## src/rtl/dmem_if.sv

```systemverilog
// dmem_if: W-stage decode, data-memory port and pipeline handshake bundle
interface dmem_if;
  logic        dmem_sel;
  logic [1:0]  w_sel;
  logic [2:0]  r_sel;
  logic [31:0] addr;
  logic [31:0] wdata;
  logic        mem_req;
  logic        mem_we;
  logic [31:0] mem_addr;
  logic [3:0]  mem_be;
  logic [31:0] mem_wdata;
  logic [31:0] mem_rdata;
  logic        mem_ack;
  logic        stall;
  logic [31:0] ld_data;
  logic        err_misalign;
  logic        err_timeout;
  modport slave (
    input  dmem_sel, w_sel, r_sel, addr, wdata, mem_rdata, mem_ack,
    output mem_req, mem_we, mem_addr, mem_be, mem_wdata, stall, ld_data, err_misalign, err_timeout
  );
  modport master (
    output dmem_sel, w_sel, r_sel, addr, wdata, mem_rdata, mem_ack,
    input  mem_req, mem_we, mem_addr, mem_be, mem_wdata, stall, ld_data, err_misalign, err_timeout
  );
endinterface

```

## src/rtl/dmem_access_ctrl.sv

```systemverilog
// dmem_access_ctrl: sequences W-stage loads/stores into req/ack memory transactions and stalls the pipeline
module dmem_access_ctrl #(
  parameter int TIMEOUT = 16,
  parameter int TO_W    = 5
) (
  input  logic   clk,
  input  logic   rst,
  dmem_if.slave  bus
);
  typedef enum logic [1:0] {IDLE, ACCESS, DONE} state_t;
  state_t          state_q, state_d;
  logic            req_q, req_d, we_q, we_d, mis_q, mis_d, to_q, to_d;
  logic [31:0]     addr_q, addr_d, wdata_q, wdata_d, ld_q, ld_d;
  logic [3:0]      be_q, be_d;
  logic [TO_W-1:0] cnt_q, cnt_d;
  logic            op_valid, is_half, is_word, misaligned;
  logic [7:0]      byte_sel;
  logic [15:0]     half_sel;
  logic [31:0]     ld_ext, st_data;
  logic [3:0]      st_be;
  always_comb begin
    op_valid   = bus.dmem_sel ? bus.w_sel != 2'b11 : bus.r_sel inside {3'b000, 3'b010, 3'b011, 3'b100, 3'b101};
    is_half    = bus.dmem_sel ? bus.w_sel == 2'b01 : bus.r_sel inside {3'b010, 3'b101};
    is_word    = bus.dmem_sel ? bus.w_sel == 2'b10 : bus.r_sel == 3'b011;
    misaligned = (is_half & bus.addr[0]) | (is_word & |bus.addr[1:0]);
    byte_sel   = bus.mem_rdata[{bus.addr[1:0], 3'b000} +: 8];
    half_sel   = bus.addr[1] ? bus.mem_rdata[31:16] : bus.mem_rdata[15:0];
    ld_ext     = bus.r_sel == 3'b000 ? {{24{byte_sel[7]}}, byte_sel} :
                 bus.r_sel == 3'b100 ? {24'h0, byte_sel} :
                 bus.r_sel == 3'b010 ? {{16{half_sel[15]}}, half_sel} :
                 bus.r_sel == 3'b101 ? {16'h0, half_sel} : bus.mem_rdata;
    st_be      = !bus.dmem_sel ? 4'b1111 :
                 bus.w_sel == 2'b00 ? 4'b0001 << bus.addr[1:0] :
                 bus.w_sel == 2'b01 ? (bus.addr[1] ? 4'b1100 : 4'b0011) : 4'b1111;
    st_data    = !bus.dmem_sel ? 32'h0 :
                 bus.w_sel == 2'b00 ? {4{bus.wdata[7:0]}} :
                 bus.w_sel == 2'b01 ? {2{bus.wdata[15:0]}} : bus.wdata;
  end
  always_comb begin
    state_d = state_q;
    req_d   = req_q;
    we_d    = we_q;
    addr_d  = addr_q;
    be_d    = be_q;
    wdata_d = wdata_q;
    ld_d    = ld_q;
    cnt_d   = cnt_q;
    mis_d   = 1'b0;
    to_d    = 1'b0;
    case (state_q)
      IDLE: if (op_valid) begin
        if (misaligned) begin
          state_d = DONE;
          mis_d   = 1'b1;
        end else begin
          state_d = ACCESS;
          req_d   = 1'b1;
          we_d    = bus.dmem_sel;
          addr_d  = {bus.addr[31:2], 2'b00};
          be_d    = st_be;
          wdata_d = st_data;
          cnt_d   = '0;
        end
      end
      ACCESS: begin
        // ack wins over a timeout landing on the same cycle
        if (bus.mem_ack || cnt_q == TO_W'(TIMEOUT - 1)) begin
          state_d = DONE;
          req_d   = 1'b0;
          we_d    = 1'b0;
          addr_d  = '0;
          be_d    = '0;
          wdata_d = '0;
          to_d    = !bus.mem_ack;
          ld_d    = !bus.mem_ack ? 32'h0 : we_q ? ld_q : ld_ext;
        end else cnt_d = cnt_q + 1'b1;
      end
      default: state_d = IDLE;
    endcase
  end
  always_ff @(posedge clk or posedge rst) begin
    if (rst) begin
      state_q <= IDLE;
      req_q   <= 1'b0;
      we_q    <= 1'b0;
      addr_q  <= '0;
      be_q    <= '0;
      wdata_q <= '0;
      ld_q    <= '0;
      mis_q   <= 1'b0;
      to_q    <= 1'b0;
      cnt_q   <= '0;
    end else begin
      state_q <= state_d;
      req_q   <= req_d;
      we_q    <= we_d;
      addr_q  <= addr_d;
      be_q    <= be_d;
      wdata_q <= wdata_d;
      ld_q    <= ld_d;
      mis_q   <= mis_d;
      to_q    <= to_d;
      cnt_q   <= cnt_d;
    end
  end
  assign bus.mem_req      = req_q;
  assign bus.mem_we       = we_q;
  assign bus.mem_addr     = addr_q;
  assign bus.mem_be       = be_q;
  assign bus.mem_wdata    = wdata_q;
  assign bus.ld_data      = ld_q;
  assign bus.err_misalign = mis_q;
  assign bus.err_timeout  = to_q;
  assign bus.stall        = op_valid & (state_q != DONE);
endmodule

```

## src/flat_wrapper.sv

```systemverilog
// flat-port wrapper written by rule: the top's interface ports become plain ports
module dmem_access_ctrl_flat 
#(
  parameter int TIMEOUT = 16,
  parameter int TO_W    = 5
)
  (clk, rst, bus_dmem_sel, bus_w_sel, bus_r_sel, bus_addr, bus_wdata, bus_mem_rdata, bus_mem_ack, bus_mem_req, bus_mem_we, bus_mem_addr, bus_mem_be, bus_mem_wdata, bus_stall, bus_ld_data, bus_err_misalign, bus_err_timeout);
  dmem_if bus_i ();
  input  logic clk;
  input  logic rst;
  input wire logic [$bits(bus_i.dmem_sel)-1:0] bus_dmem_sel;
  input wire logic [$bits(bus_i.w_sel)-1:0] bus_w_sel;
  input wire logic [$bits(bus_i.r_sel)-1:0] bus_r_sel;
  input wire logic [$bits(bus_i.addr)-1:0] bus_addr;
  input wire logic [$bits(bus_i.wdata)-1:0] bus_wdata;
  input wire logic [$bits(bus_i.mem_rdata)-1:0] bus_mem_rdata;
  input wire logic [$bits(bus_i.mem_ack)-1:0] bus_mem_ack;
  output wire logic [$bits(bus_i.mem_req)-1:0] bus_mem_req;
  output wire logic [$bits(bus_i.mem_we)-1:0] bus_mem_we;
  output wire logic [$bits(bus_i.mem_addr)-1:0] bus_mem_addr;
  output wire logic [$bits(bus_i.mem_be)-1:0] bus_mem_be;
  output wire logic [$bits(bus_i.mem_wdata)-1:0] bus_mem_wdata;
  output wire logic [$bits(bus_i.stall)-1:0] bus_stall;
  output wire logic [$bits(bus_i.ld_data)-1:0] bus_ld_data;
  output wire logic [$bits(bus_i.err_misalign)-1:0] bus_err_misalign;
  output wire logic [$bits(bus_i.err_timeout)-1:0] bus_err_timeout;
  assign bus_i.dmem_sel = bus_dmem_sel;
  assign bus_i.w_sel = bus_w_sel;
  assign bus_i.r_sel = bus_r_sel;
  assign bus_i.addr = bus_addr;
  assign bus_i.wdata = bus_wdata;
  assign bus_i.mem_rdata = bus_mem_rdata;
  assign bus_i.mem_ack = bus_mem_ack;
  assign bus_mem_req = bus_i.mem_req;
  assign bus_mem_we = bus_i.mem_we;
  assign bus_mem_addr = bus_i.mem_addr;
  assign bus_mem_be = bus_i.mem_be;
  assign bus_mem_wdata = bus_i.mem_wdata;
  assign bus_stall = bus_i.stall;
  assign bus_ld_data = bus_i.ld_data;
  assign bus_err_misalign = bus_i.err_misalign;
  assign bus_err_timeout = bus_i.err_timeout;
  dmem_access_ctrl #(.TIMEOUT(TIMEOUT), .TO_W(TO_W)) u_core (.clk(clk), .rst(rst), .bus(bus_i));
endmodule
```

## config.mk

```make
export PLATFORM = sky130hd
export DESIGN_NAME = dmem_access_ctrl_flat
export DESIGN_NICKNAME = d
export VERILOG_FILES = /design/src/rtl/dmem_if.sv /design/src/rtl/dmem_access_ctrl.sv /design/src/flat_wrapper.sv
export SDC_FILE = /design/constraint.sdc
export NUM_CORES = 1
export LEC_CHECK = 0
export CORE_ASPECT_RATIO = 0.7
export CORE_MARGIN = 5
export CORE_UTILIZATION = 30
export DETAILED_ROUTE_END_ITERATION = 8
export PLACE_DENSITY = 0.64
export SLEW_MARGIN = 15
export SYNTH_ARGS = -nofsm -noshare
export SYNTH_HDL_FRONTEND = slang
export SYNTH_SLANG_ARGS = --single-unit
```

## constraint.sdc

```tcl
create_clock -name clk -period 3.9 [get_ports clk]
set_input_delay 0.78 -clock clk [delete_from_list [all_inputs] [get_ports clk]]
set_output_delay 0.78 -clock clk [all_outputs]
set_load 0.01 [all_outputs]
```

==> summary.md <==
| Metric | Value |
|---|---|
| XOR/XNOR Fraction of Synth Area | 0 |
| Hpwl dp | 13300 µm |
| Sequential Area | 2730 µm² |
| Slowest cell on the critical path | clkdlybuf4s50_1 |
| Post_cts resized | 0 |
| Placed cells | 985 |
| Die Ht | 125 µm |
| Syn Std Cell Area | 5690 µm² |
| Setup Fix Bufs, Post-CTS | 0 |
| Synth cell types | 49 |
| Layout cells sized above 1 | 0.108 |
| Largest net degree at the start of global routing | 68 |
| DR WL/cell | 18.2 µm |
| I/O Pins | 210 |
| CTS Buf Count | 9 |
| Grt ovf | 0 |
| Final net count | 861 |
| Clock transition at path regs | 0.08 ns |
| Peak supply drop | 0.329 mV |
| CP peak stage delay | 0.61 ns |
| Vias in the first global route | 4749 |
| Clock period minus worst slack | 3.60 ns |
| Hold crit path type | flip-flop to flip-flop |
| Crit. End Element | output pin |
| Sink Count | 109 |
| Slew headroom | 0.342 |
| Post-synth EDFFs | 0 |
| Worst setup margin | 0.295 ns |
| Rows | 42 |
| Ys Warns | 0 |
| Detail Route Antenna Nets | 0 |
| Antenna cells | 0 |
| RSZ-0062 raised after global routing | false |
| Non-filler instance count after layout | 1001 |
| Area after DPL | 7960 µm² |
| Longest Clk Path Bufs | 2 |
| Overall routed net length | 18200 µm |
| Cts hold-fix bufs | 0 |
| Starting Density | 0.303 |
| Final period util | 0.924 |
| Setup WS pre-CTS | 0.347 ns |
| Die ar. | 21900 µm² |
| First-pass iteration count of the detailed router | 5 |
| Global-route wire length before repair | 28200 µm |
| Layout Skew | 0.0134 ns |
| Seq cells post-synth | 109 |
| Finish-stage setup viols | 0 |
| Main combinational cell family by area after synthesis | multiplexers |
| Number of buffers added on ports | 207 |
| Outcome | completed |
| Worst-margin pin slew | 0.984 ns |
| Synth async-reset ratio | 1.00 |
| Total GRT Usage | 0.161 |
| Syn_area_per_cell | 10.2 µm² |
| Final hold viol count | 0 |
| Clock Latency Late Sink | 0.36 ns |
| Post-Synth Adder-Cell Area | 0.00440 |
| Mux contribution to synthesized area | 0.206 |
| Multi-input logic area | 2550 µm² |
| P&R area growth vs syn | 45.1% |
| Leakage | 0.00376 µW |
| Ys flop type | dfrtp_1 |
| Startpoint Class | primary input |
| CTS tree | done |
| Maximum capacitance violations | 0 |
| DRC Markers | 0 |
| Drt via density | 4.77 |
| Gate Count Post-Synth | 559 |
| Synth Area in Simple Gates | 0.116 |
| Post-synthesis compound-gate area fraction | 0.121 |
| DRT iter0 DRCs | 350 |
| Slew Limit Fails | 0 |
| Core ar. | 18800 µm² |
| Critical-path maximum fanout | 9 |
| Fill cell count | 1762 |
| Pwr/cell area | 679 nW/µm² |
| Final instance area | 8250 µm² |
| Fmax achieved | 277 MHz |
| RD Place Congestion | 0.853 |
| Via count of the routed design | 4771 |
| Crit path kind | primary input to output pin |
| CP cell instances | clkdlybuf4s50_1, or3b_2, a22oi_1, a21oi_1, clkdlybuf4s50_1 |
| Die width | 175 µm |
| CTS root buf | clkbuf_16 |
| Initial antenna violation count | 0 |
| Data arrival time of the worst path | 2.82 ns |
| Final TNS setup | 0 ns |
| Seq/Total Area, Yosys | 0.480 |
| H-tree levels | 3 |
| WP data required | 3.12 ns |
| CP dominant cell by count | clkdlybuf4s50_1 |
[sequential cells by signal, summed over array words and instances (netlist names)]
name and count:
u_core.bus.mem_addr 30, u_core.cnt_q 5, u_core.bus.err_timeout 1, u_core.bus.mem_be 4, u_core.bus.mem_req 1, u_core.bus.mem_we 1, u_core.bus.mem_wdata 32, u_core.state_q 2
u_core.bus.ld_data 32, u_core.bus.err_misalign 1
[report_power, final]
part	switching (µW)	leakage [µW]	internal, µW
Sequential	295	0.00139	1620
Clock	459	0.000147	465
Combinational	1260	0.00222	1500
Total	2020	0.00376	3590
[critical path: cells and delay by family]
kind / cells / cell delay [ns]
AOI/OAI and AO/OA: 2 / 0.43
buffers and inverters: 2 / 1.13
and+or+nand+nor: 1 / 0.48
[layer usage]
layer	part of all wire	wire length [µm]	track usage
met1	0.51	9360	0.246
met2	0.42	7670	0.228
met3	0.055	1000	0.0435
met4	0.011	201	0.0365
met5	0	0	0
[through the flow]
stage / hold slack (ns) / power, µW / utilization
floorplan: 0.447 / 3390 / -
global placement: 0.464 / 4700 / 0.424
detailed placement: 0.470 / 4730 / 0.424
CTS: 0.487 / 5690 / 0.440
global route: 0.511 / 5960 / 0.440
finish: 0.483 / 5600 / 0.440
[placed cells by master (no fill, tap or decap), drive strengths merged, types with 2 or more instances in the layout]
cell	Yosys	routed
a21boi	2	2
a21oi	49	49
a22o	13	13
and2	2	2
and3	10	10
and3b	2	2
buf	17	17
clkbuf	24	10
clkdlybuf4s50	0	207
clkinv	0	3
conb	1	2
dfrtp	109	109
ha	2	2
inv	39	42
mux2	37	37
mux2i	64	64
mux4	5	5
nand2	80	80
nand2b	2	2
nor2	38	38
nor2b	2	2
nor3	3	3
nor3b	4	4
o211ai	2	2
o21ai	30	30
o21bai	2	2
o31ai	3	3
o41ai	2	2
or2	2	2
[logic make-up (layout without fill, tap and decap cells)]
logic type	Yosys count	after routing
simple gates	150	150
other cells	1	2
mux	106	106
fa+ha+maj	2	2
compound gates	111	111
flops	109	109
buf+inv	80	279
[final cells by class]
class / instances / area share
clock buffer: 10 / 0.0290
tap: 242 / 0.0367
multi-input combinational: 371 / 0.310
timing repair buffer: 224 / 0.270
sequential: 109 / 0.331
clock inverter: 6 / 0.00652
inverter: 39 / 0.0180
[synthesized netlist by cell type, drive strengths merged, types with 3 or more instances]
cell type / number / area share
nand2: 80 / 0.053
mux4: 5 / 0.020
nor3b: 4 / 0.0053
o31ai: 3 / 0.0048
buf: 17 / 0.030
clkbuf: 24 / 0.016
nor2: 38 / 0.025
a21oi: 49 / 0.043
mux2i: 64 / 0.11
mux2: 37 / 0.073
o21ai: 30 / 0.026
dfrtp: 109 / 0.48
inv: 39 / 0.026
a22o: 13 / 0.020
nor3: 3 / 0.0026
and3: 10 / 0.011
[final timing paths]
check / startpoint / end / slack (ns) / cells past startpoint
setup / recovery: bus_r_sel[0] / bus_stall / 0.30 / 5
hold / removal: u_core.bus.ld_data[15] / u_core.bus.ld_data[15] / 0.48 / 2
setup reg to reg: u_core.cnt_q[0] / u_core.bus.mem_wdata[29] / 1.48 / 7
hold reg to reg: u_core.bus.ld_data[15] / u_core.bus.ld_data[15] / 0.48 / 2
max in group asynchronous: rst / u_core.bus.mem_wdata[16] / 2.28 / 3
min in group asynchronous: rst / u_core.bus.mem_addr[11] / 0.84 / 2
(Power assumes the default switching activity.)
